[src/rtl/sa_read_arbiter.sv]
// sa_read_arbiter
//   Shares one AXI read slave between MST_AMT master dispatchers.
//   AR channel: two-state FSM (IDLE/GRANT) with a round-robin grant that is
//   held until the slave accepts the address. Each accepted AR pushes its
//   master index into an order FIFO.
//   R channel: beats are steered to the master at the FIFO head; the head
//   is popped on the RLAST handshake.
//
// Ports
//   ACLK_i, ARESET_i       clock, asynchronous active-high reset
//   m_AR*_i / m_ARREADY_o  per-master AR channel, master k in slice k
//   m_RREADY_i             per-master R ready
//   m_R*_o / m_RVALID_o    R payload replicated per slice, per-master valid
//   s_AR*_o / s_ARREADY_i  AR channel to the slave
//   s_R*_i / s_RREADY_o    R channel from the slave
module sa_read_arbiter #(
  parameter int MST_AMT           = 2,
  parameter int OUTSTANDING_AMT   = 8,
  parameter int DATA_WIDTH        = 32,
  parameter int ADDR_WIDTH        = 32,
  parameter int TRANS_MST_ID_W    = 5,
  parameter int TRANS_BURST_W     = 2,
  parameter int TRANS_DATA_LEN_W  = 3,
  parameter int TRANS_DATA_SIZE_W = 3,
  parameter int MST_ID_W          = $clog2(MST_AMT)
) (
  input  logic                                  ACLK_i,
  input  logic                                  ARESET_i,
  input  logic [TRANS_MST_ID_W*MST_AMT-1:0]     m_ARID_i,
  input  logic [ADDR_WIDTH*MST_AMT-1:0]         m_ARADDR_i,
  input  logic [TRANS_BURST_W*MST_AMT-1:0]      m_ARBURST_i,
  input  logic [TRANS_DATA_LEN_W*MST_AMT-1:0]   m_ARLEN_i,
  input  logic [TRANS_DATA_SIZE_W*MST_AMT-1:0]  m_ARSIZE_i,
  input  logic [MST_AMT-1:0]                    m_ARVALID_i,
  output logic [MST_AMT-1:0]                    m_ARREADY_o,
  input  logic [MST_AMT-1:0]                    m_RREADY_i,
  output logic [TRANS_MST_ID_W*MST_AMT-1:0]     m_RID_o,
  output logic [DATA_WIDTH*MST_AMT-1:0]         m_RDATA_o,
  output logic [MST_AMT-1:0]                    m_RLAST_o,
  output logic [MST_AMT-1:0]                    m_RVALID_o,
  output logic [TRANS_MST_ID_W-1:0]             s_ARID_o,
  output logic [ADDR_WIDTH-1:0]                 s_ARADDR_o,
  output logic [TRANS_BURST_W-1:0]              s_ARBURST_o,
  output logic [TRANS_DATA_LEN_W-1:0]           s_ARLEN_o,
  output logic [TRANS_DATA_SIZE_W-1:0]          s_ARSIZE_o,
  output logic                                  s_ARVALID_o,
  input  logic                                  s_ARREADY_i,
  input  logic [TRANS_MST_ID_W-1:0]             s_RID_i,
  input  logic [DATA_WIDTH-1:0]                 s_RDATA_i,
  input  logic                                  s_RLAST_i,
  input  logic                                  s_RVALID_i,
  output logic                                  s_RREADY_o
);

  localparam int PTR_W = (OUTSTANDING_AMT > 1) ? $clog2(OUTSTANDING_AMT) : 1;
  localparam int CNT_W = $clog2(OUTSTANDING_AMT + 1);

  typedef enum logic {ST_IDLE, ST_GRANT} state_t;

  state_t               r_state;
  logic [MST_ID_W-1:0]  r_grant;
  logic [MST_ID_W-1:0]  r_last_grant;
  logic [MST_ID_W-1:0]  r_order [OUTSTANDING_AMT];
  logic [PTR_W-1:0]     r_wr_ptr;
  logic [PTR_W-1:0]     r_rd_ptr;
  logic [CNT_W-1:0]     r_count;

  logic [MST_ID_W-1:0]  w_rr_pick;
  logic                 w_rr_found;
  logic [MST_ID_W-1:0]  w_head;
  logic                 w_empty;
  logic                 w_not_full;
  logic                 w_ar_hs;
  logic                 w_r_pop;

  assign w_head     = r_order[r_rd_ptr];
  assign w_empty    = (r_count == '0);
  assign w_not_full = (r_count < CNT_W'(OUTSTANDING_AMT));
  assign w_ar_hs    = (r_state == ST_GRANT) && s_ARREADY_i;
  assign w_r_pop    = !w_empty && s_RVALID_i && m_RREADY_i[w_head] && s_RLAST_i;

  // Round robin: the lowest requester above last_grant wins; if none, the
  // lowest requester at or below it. Descending loops let the last hit
  // (lowest index) win, and the second loop overrides the wrap-around pass.
  always_comb begin
    w_rr_found = 1'b0;
    w_rr_pick  = r_last_grant;
    for (int unsigned k = MST_AMT; k > 0; k--) begin
      if (m_ARVALID_i[k-1] && (MST_ID_W'(k-1) <= r_last_grant)) begin
        w_rr_pick  = MST_ID_W'(k-1);
        w_rr_found = 1'b1;
      end
    end
    for (int unsigned k = MST_AMT; k > 0; k--) begin
      if (m_ARVALID_i[k-1] && (MST_ID_W'(k-1) > r_last_grant)) begin
        w_rr_pick  = MST_ID_W'(k-1);
        w_rr_found = 1'b1;
      end
    end
  end

  // AR FSM: grant is captured in IDLE and held unchanged through GRANT.
  always_ff @(posedge ACLK_i or posedge ARESET_i) begin
    if (ARESET_i) begin
      r_state      <= ST_IDLE;
      r_grant      <= '0;
      r_last_grant <= MST_ID_W'(MST_AMT - 1);
    end else begin
      case (r_state)
        ST_IDLE: begin
          if (w_rr_found && w_not_full) begin
            r_grant <= w_rr_pick;
            r_state <= ST_GRANT;
          end
        end
        ST_GRANT: begin
          if (s_ARREADY_i) begin
            r_last_grant <= r_grant;
            r_state      <= ST_IDLE;
          end
        end
        default: r_state <= ST_IDLE;
      endcase
    end
  end

  // Order FIFO pointers and occupancy.
  always_ff @(posedge ACLK_i or posedge ARESET_i) begin
    if (ARESET_i) begin
      r_wr_ptr <= '0;
      r_rd_ptr <= '0;
      r_count  <= '0;
    end else begin
      if (w_ar_hs) begin
        r_wr_ptr <= (r_wr_ptr == PTR_W'(OUTSTANDING_AMT - 1)) ? '0 : r_wr_ptr + 1'b1;
      end
      if (w_r_pop) begin
        r_rd_ptr <= (r_rd_ptr == PTR_W'(OUTSTANDING_AMT - 1)) ? '0 : r_rd_ptr + 1'b1;
      end
      case ({w_ar_hs, w_r_pop})
        2'b10:   r_count <= r_count + 1'b1;
        2'b01:   r_count <= r_count - 1'b1;
        default: r_count <= r_count;
      endcase
    end
  end

  // Storage needs no reset: entries are only read while counted valid.
  always_ff @(posedge ACLK_i) begin
    if (w_ar_hs) begin
      r_order[r_wr_ptr] <= r_grant;
    end
  end

  // AR payload mux and per-master ready.
  always_comb begin
    s_ARID_o    = '0;
    s_ARADDR_o  = '0;
    s_ARBURST_o = '0;
    s_ARLEN_o   = '0;
    s_ARSIZE_o  = '0;
    for (int unsigned k = 0; k < MST_AMT; k++) begin
      if (MST_ID_W'(k) == r_grant) begin
        s_ARID_o    = m_ARID_i[k*TRANS_MST_ID_W +: TRANS_MST_ID_W];
        s_ARADDR_o  = m_ARADDR_i[k*ADDR_WIDTH +: ADDR_WIDTH];
        s_ARBURST_o = m_ARBURST_i[k*TRANS_BURST_W +: TRANS_BURST_W];
        s_ARLEN_o   = m_ARLEN_i[k*TRANS_DATA_LEN_W +: TRANS_DATA_LEN_W];
        s_ARSIZE_o  = m_ARSIZE_i[k*TRANS_DATA_SIZE_W +: TRANS_DATA_SIZE_W];
      end
    end
  end

  assign s_ARVALID_o = (r_state == ST_GRANT);

  always_comb begin
    m_ARREADY_o = '0;
    if (r_state == ST_GRANT) begin
      m_ARREADY_o[r_grant] = s_ARREADY_i;
    end
  end

  // R steering to the FIFO head.
  always_comb begin
    m_RVALID_o = '0;
    if (!w_empty) begin
      m_RVALID_o[w_head] = s_RVALID_i;
    end
  end

  assign s_RREADY_o = !w_empty && m_RREADY_i[w_head];
  assign m_RID_o    = {MST_AMT{s_RID_i}};
  assign m_RDATA_o  = {MST_AMT{s_RDATA_i}};
  assign m_RLAST_o  = {MST_AMT{s_RLAST_i}};

endmodule

[config.mk]
export PLATFORM = sky130hd
export DESIGN_NAME = sa_read_arbiter
export DESIGN_NICKNAME = d
export VERILOG_FILES = /design/src/rtl/sa_read_arbiter.sv
export SDC_FILE = /design/constraint.sdc
export NUM_CORES = 1
export LEC_CHECK = 0
export BUFFER_PORTS_ARGS = -buffer_cell sky130_fd_sc_hd__buf_4
export CAP_MARGIN = 5
export CORE_AREA = 10 10 94 96
export DETAILED_ROUTE_END_ITERATION = 16
export DIE_AREA = 0 0 104 106
export GPL_ROUTABILITY_DRIVEN = 0
export GPL_TIMING_DRIVEN = 0
export PLACE_DENSITY_LB_ADDON = 0.1
export SLEW_MARGIN = 20
export SYNTH_ARGS = -nofsm -noshare
export SYNTH_HDL_FRONTEND = slang
export SYNTH_SLANG_ARGS = --single-unit
[constraint.sdc]
create_clock -name ACLK_i -period 4.5 [get_ports ACLK_i]
set_input_delay 0.45 -clock ACLK_i [delete_from_list [all_inputs] [get_ports ACLK_i]]
set_output_delay 0.45 -clock ACLK_i [all_outputs]
set_load 0.05 [all_outputs]
After elaboration in Yosys (flattened, before gate mapping)

Memory sizes are Yosys's and may differ from the RTL's.
Index checks and enable logic that the tools add are counted.

Add/subtract/negate cells: 4
Magnitude comparators: 9
Equality and inequality tests: 4
Muxes and demuxes: 29
Bitwise gates (word level): 3
Reductions and logical operators: 17

Operator list:

| kind                  | count |
|---|---|
| $mux W32              | 1 |
| $mux W1               | 16 |
| $logic_and A1 B1 Y1   | 12 |
| $mux W3               | 4 |
| $pmux W4 S2           | 1 |
| $add A3 B1 Y3 const B | 2 |
| $eq A3 B3 Y1 const B  | 2 |
| $mux W2               | 3 |
| $mux W5               | 1 |
| $add A4 B1 Y4 const B | 1 |
| $and A2 B2 Y2         | 2 |
| $logic_not A4 Y1      | 1 |
| $lt A1 B2 Y1 const B  | 2 |
| $lt A4 B4 Y1 const B  | 1 |
| $reduce_and A2 Y1     | 2 |
| $sub A4 B1 Y4 const B | 1 |
| $demux W1 S1          | 2 |
| $eq A2 B1 Y1 const B  | 1 |
| $eq A2 B2 Y1 const B  | 1 |
| $ge A1 B1 Y1 const B  | 2 |
| $gt A1 B1 Y1 const A  | 2 |
| $le A1 B1 Y1 const A  | 2 |
| $pmux W1 S2           | 1 |
| $reduce_bool A2 Y1    | 1 |
| other kinds (2)       | 2 |

Register bits after elaboration: 13
Memory bits (writable): 8
Bits of input ports: 136
Output and inout port bits: 127
Word-level logic and storage cells: 73
Memories kept: 1

Memories:

| name    | words | bits a word | rd ports | clocked after memory_dff | wr ports | line | source |
|---|---|---|---|---|---|---|---|
| r_order | 8     | 1           | 1        | 0                        | 1        | 63   | `logic [MST_ID_W-1:0] r_order [OUTSTANDING_AMT];` |

Depth between registers and ports, before layout

Depth after elaboration: 9
Gate-level depth with buffers: 11
Gate-level depth less buffers: 11

Worst setup path after synthesis

Ideal clock, no wire load.

Kind: reg2reg
Start: register r_rd_ptr[0]
End: register r_count[3]
Library setup time: 0.125 ns
Arrival: 2.698 ns
Data required time: 4.375 ns
Path slack: 1.677 ns
Cell stages (with the launch flop): 12
Path buffers: 0
Clock period less this slack: 2.823 ns
Path through: dfrtp_1 mux4_1 mux2i_2 mux2i_1 nor3b_2 ha_1 ha_1 a21o_1 a21oi_1 xnor2_1 nor2_1 xor2_1

Cells in the longest elaborated chain, start to end: 7
Elaborated cells between the ends (all ways): 9
Classes of those cells: 2 x eq/ne; 3 x mux; 3 x reduce/logical; 1 x memory

Ends and longest elaborated chain:

| item                                              | line | source |
|---|---|---|
| start, declared                                   | 65   | `logic [PTR_W-1:0] r_rd_ptr;` |
| start signal, assigned                            | 138  | `r_rd_ptr <= (r_rd_ptr == PTR_W'(OUTSTANDING_AMT - 1)) ? '0 : r_rd_ptr + 1'b1;` |
| $mem_v2 Z8 W1 *                                   | n/a  |  |
| $mux W1 (not written as such) * (2 in series)     | 80   | `assign w_r_pop = !w_empty && s_RVALID_i && m_RREADY_i[w_head] && s_RLAST_i;` |
| $logic_and A1 B1 Y1 * (2 in series)               | 80   |  |
| named net w_r_pop                                 | 74   | `logic w_r_pop;` |
| $eq A2 B1 Y1 or $eq A2 B2 Y1 (tied branches)      | 140  | `case ({w_ar_hs, w_r_pop})` |
| $pmux W4 S2 or $reduce_bool A2 Y1 (tied branches) | n/a  |  |
| end signal, assigned                              | 141  | `2'b10: r_count <= r_count + 1'b1;` |
| end signal, assigned                              | 142  | `2'b01: r_count <= r_count - 1'b1;` |
| end signal, assigned                              | 143  | `default: r_count <= r_count;` |
| end, declared                                     | 66   | `logic [CNT_W-1:0] r_count;` |

The timed path passes the listed nets; every way through them passes the cells marked *. The select of a mux whose other input is x is not followed.
A chain may end at the register's enable or synchronous reset.

Final worst setup path

Ends and elaborated chain as after synthesis.

==> reports/results.txt <==
Critical Path Fanout Max = 5
largest net degree at the start of global routing = 14
placed cell areas = 0.00398 mm²
NumNets Final = 584
CP Class = reg -> reg
CTS tree = built
r2r startpoint = r_rd_ptr[0]
number of instances in the placed design = 534
Synth Flop Type = dfrtp_1
Post-CTS Hold Fix Bufs = 0
setup slack after layout = 1.40 ns
WL/cell = 19.0 µm
antenna fix cells = 0
filler instances = 658
GRT Util Overall = 0.171
syn avg cell area = 10.3 µm²
Syn-to-layout area delta = 85.8%
Initial Utilization = 0.307
CP startpoint = r_rd_ptr[0]
final setup fails = 0
fraction of registers with async set or reset after synthesis = 0.619
Critical Path Source Type = register
Synth Register Bits = 21
H-tree levels = 1
PostCTS Resize Cnt = 0
root buf cell = clkbuf_8
Post-Syn Nets = 354
fmax = 322 MHz
drc violations = 0
pre-CTS WS = 1.32 ns
Die ar. = 0.0110 mm²
final core utilization = 0.570
postcts setup bufs = 0
Post-Synthesis Cells = 210
antenna viol nets, final = 0
number of global-route vias before repair = 2416
yosys warns = 0
Worst Hold Class = in -> async
Period minus WS final = 3.10 ns
total clock buffers created by CTS = 3
num rows = 31
# IOs = 263
end of the worst register-to-register path = r_count[3]
PortBufs = 225
worst setup path end = r_count[3]
register area share after synthesis = 0.262
Req. time, crit path = 4.64 ns
R2R Setup Slk = 1.40 ns
Distinct cells, synth = 29
Core Area = 0.00706 mm²
Clock transition at path regs = 0.07 ns
max_cap viols = 0
WP data arrival = 3.24 ns
Leakage = 2.13 nW
crit end category = register
Hold Fails Final Rpt = 0
Post-synth EDFFs = 8
DRT Wirelength = 10200 µm
final worst-path cycle share = 0.689
fin. max-slew vios = 0
first-pass GRT wire length = 14800 µm
run status = finished, final reports clean
clock latency on the worst-skew pair = 0.25 ns
power per cell area = 526 mW/mm²
RSZ-0062 raised after global routing = no
synthesized area = 0.00217 mm²
clk_skew = 0.00423 ns
share of cells above drive strength 1 = 0.765
clk sinks = 21
total power = 2.12 mW
peak supply drop = 0.272 mV
Setup TNS Final = 0 ns
iteration count of the initial detailed-routing pass = 4
global route total overflow = 0
initial antenna violation count = 0
design area = 0.00403 mm²
Hold Slack = 0.204 ns
cells on worst reg2reg path = 11
die width = 104 µm
routed via count = 2220
Slew HR = 0.611
Layout Cells excl Fill = 538
DRT iter0 DRCs = 32
Slew @ Worst Pin = 0.583 ns
Longest Clk Path Bufs = 2
DR vias/cell = 4.13
Die Ht = 106 µm
post-DP HPWL = 9560 µm
## report_power, final
group	leakage, nW	switching [mW]	internal, mW
Clock	0.0255	0.0566	0.0615
Sequential	0.226	0.0888	0.281
Combinational	1.88	1.02	0.607
## final cells by class
cell class                      instances  area (µm²)  area share
Buffer                                 82         593       0.147
Clock buffer                            3        41.3      0.0103
Clock inverter                          1        5.00     0.00124
Inverter                                4        15.0     0.00373
Multi-Input combinational cell        103         991       0.246
Sequential cell                        21         567       0.141
Tap cell                               99         124      0.0308
Timing Repair Buffer                  225        1690       0.420
## cells in the mapped netlist, types with 2 or more instances
library cell  number  area (µm²)
xnor2_1            2        17.5
buf_4             76         571
mux2_1            22         248
a21o_1             3        22.5
edfxtp_1           8         240
nor4_1             2        12.5
nor2_1             9        33.8
nor3_1             5        25.0
xor2_1             2        17.5
clkbuf_1           6        22.5
mux4_1             2        52.6
mux2_2            28         315
nand2_1            5        18.8
inv_1              4        15.0
nand2b_1           3        18.8
mux2i_1            3        30.0
ha_1               7        87.6
dfrtp_1           12         300
## layout by cell type (no fill, tap or decap)
| cell | count |
|---|---|
| nand2b_1 | 3 |
| mux2i_2 | 1 |
| inv_1 | 4 |
| buf_4 | 301 |
| xor2_1 | 2 |
| nand3_1 | 1 |
| o21ai_0 | 1 |
| clkinv_2 | 1 |
| fa_1 | 1 |
| nor3b_2 | 1 |
| clkbuf_8 | 3 |
| mux2_2 | 28 |
| nor2_1 | 9 |
| a32o_1 | 1 |
| dfrtp_1 | 12 |
| clkbuf_1 | 6 |
| o21bai_1 | 1 |
| nand2_1 | 5 |
| a21o_1 | 3 |
| a21oi_1 | 1 |
| dfstp_2 | 1 |
| nor3_1 | 5 |
| and3_1 | 1 |
| nor4_1 | 2 |
| xnor2_1 | 2 |
| mux2i_1 | 3 |
| ha_1 | 7 |
| mux2_1 | 22 |
| mux4_1 | 2 |
| nor2b_1 | 1 |
| edfxtp_1 | 8 |
## layer usage
metal	track usage	wire length (µm)	up-vias
met4	0.0278	82	0
met2	0.338	5860	99
met1	0.149	2980	1008
met5	0	0	-
li1	-	-	1107
met3	0.0978	1280	6
## how the worst min path moves through the flow
stage,from,to
after floorplan,ARESET_i,r_count[0]
after global placement,r_last_grant,r_last_grant
after detailed placement,ARESET_i,r_rd_ptr[2]
after CTS,ARESET_i,r_rd_ptr[2]
after global routing,ARESET_i,r_rd_ptr[2]
final,ARESET_i,r_rd_ptr[2]
## kinds of logic (layout without fill, tap and decap cells)
family,Yosys count,in the layout,synth area share
xor gates and xnor gates,4,4,0.0162
DFF,21,21,0.262
buffers and inverters,86,315,0.281
AOI/OAI and AO/OA,7,7,0.0231
and+or+nand+nor,28,28,0.0641
adders and majority gates,8,8,0.0497
muxes,56,56,0.304
## state kept, by name, indices dropped and copies added, names as in the netlist
name	cells
r_order	8
r_last_grant	1
r_grant	1
r_count	4
r_wr_ptr	3
r_rd_ptr	3
s_ARVALID_o	1
## worst max-delay path, cell delays in order, from the launching register on
cell,delay (ns)
dfrtp_1,0.43
mux4_1,0.60
mux2i_2,0.24
mux2i_1,0.14
nor3b_2,0.37
ha_1,0.28
ha_1,0.24
a21o_1,0.17
a21oi_1,0.17
xnor2_1,0.14
nor2_1,0.07
xor2_1,0.14
Note: power is estimated with default switching activity, not from simulation.
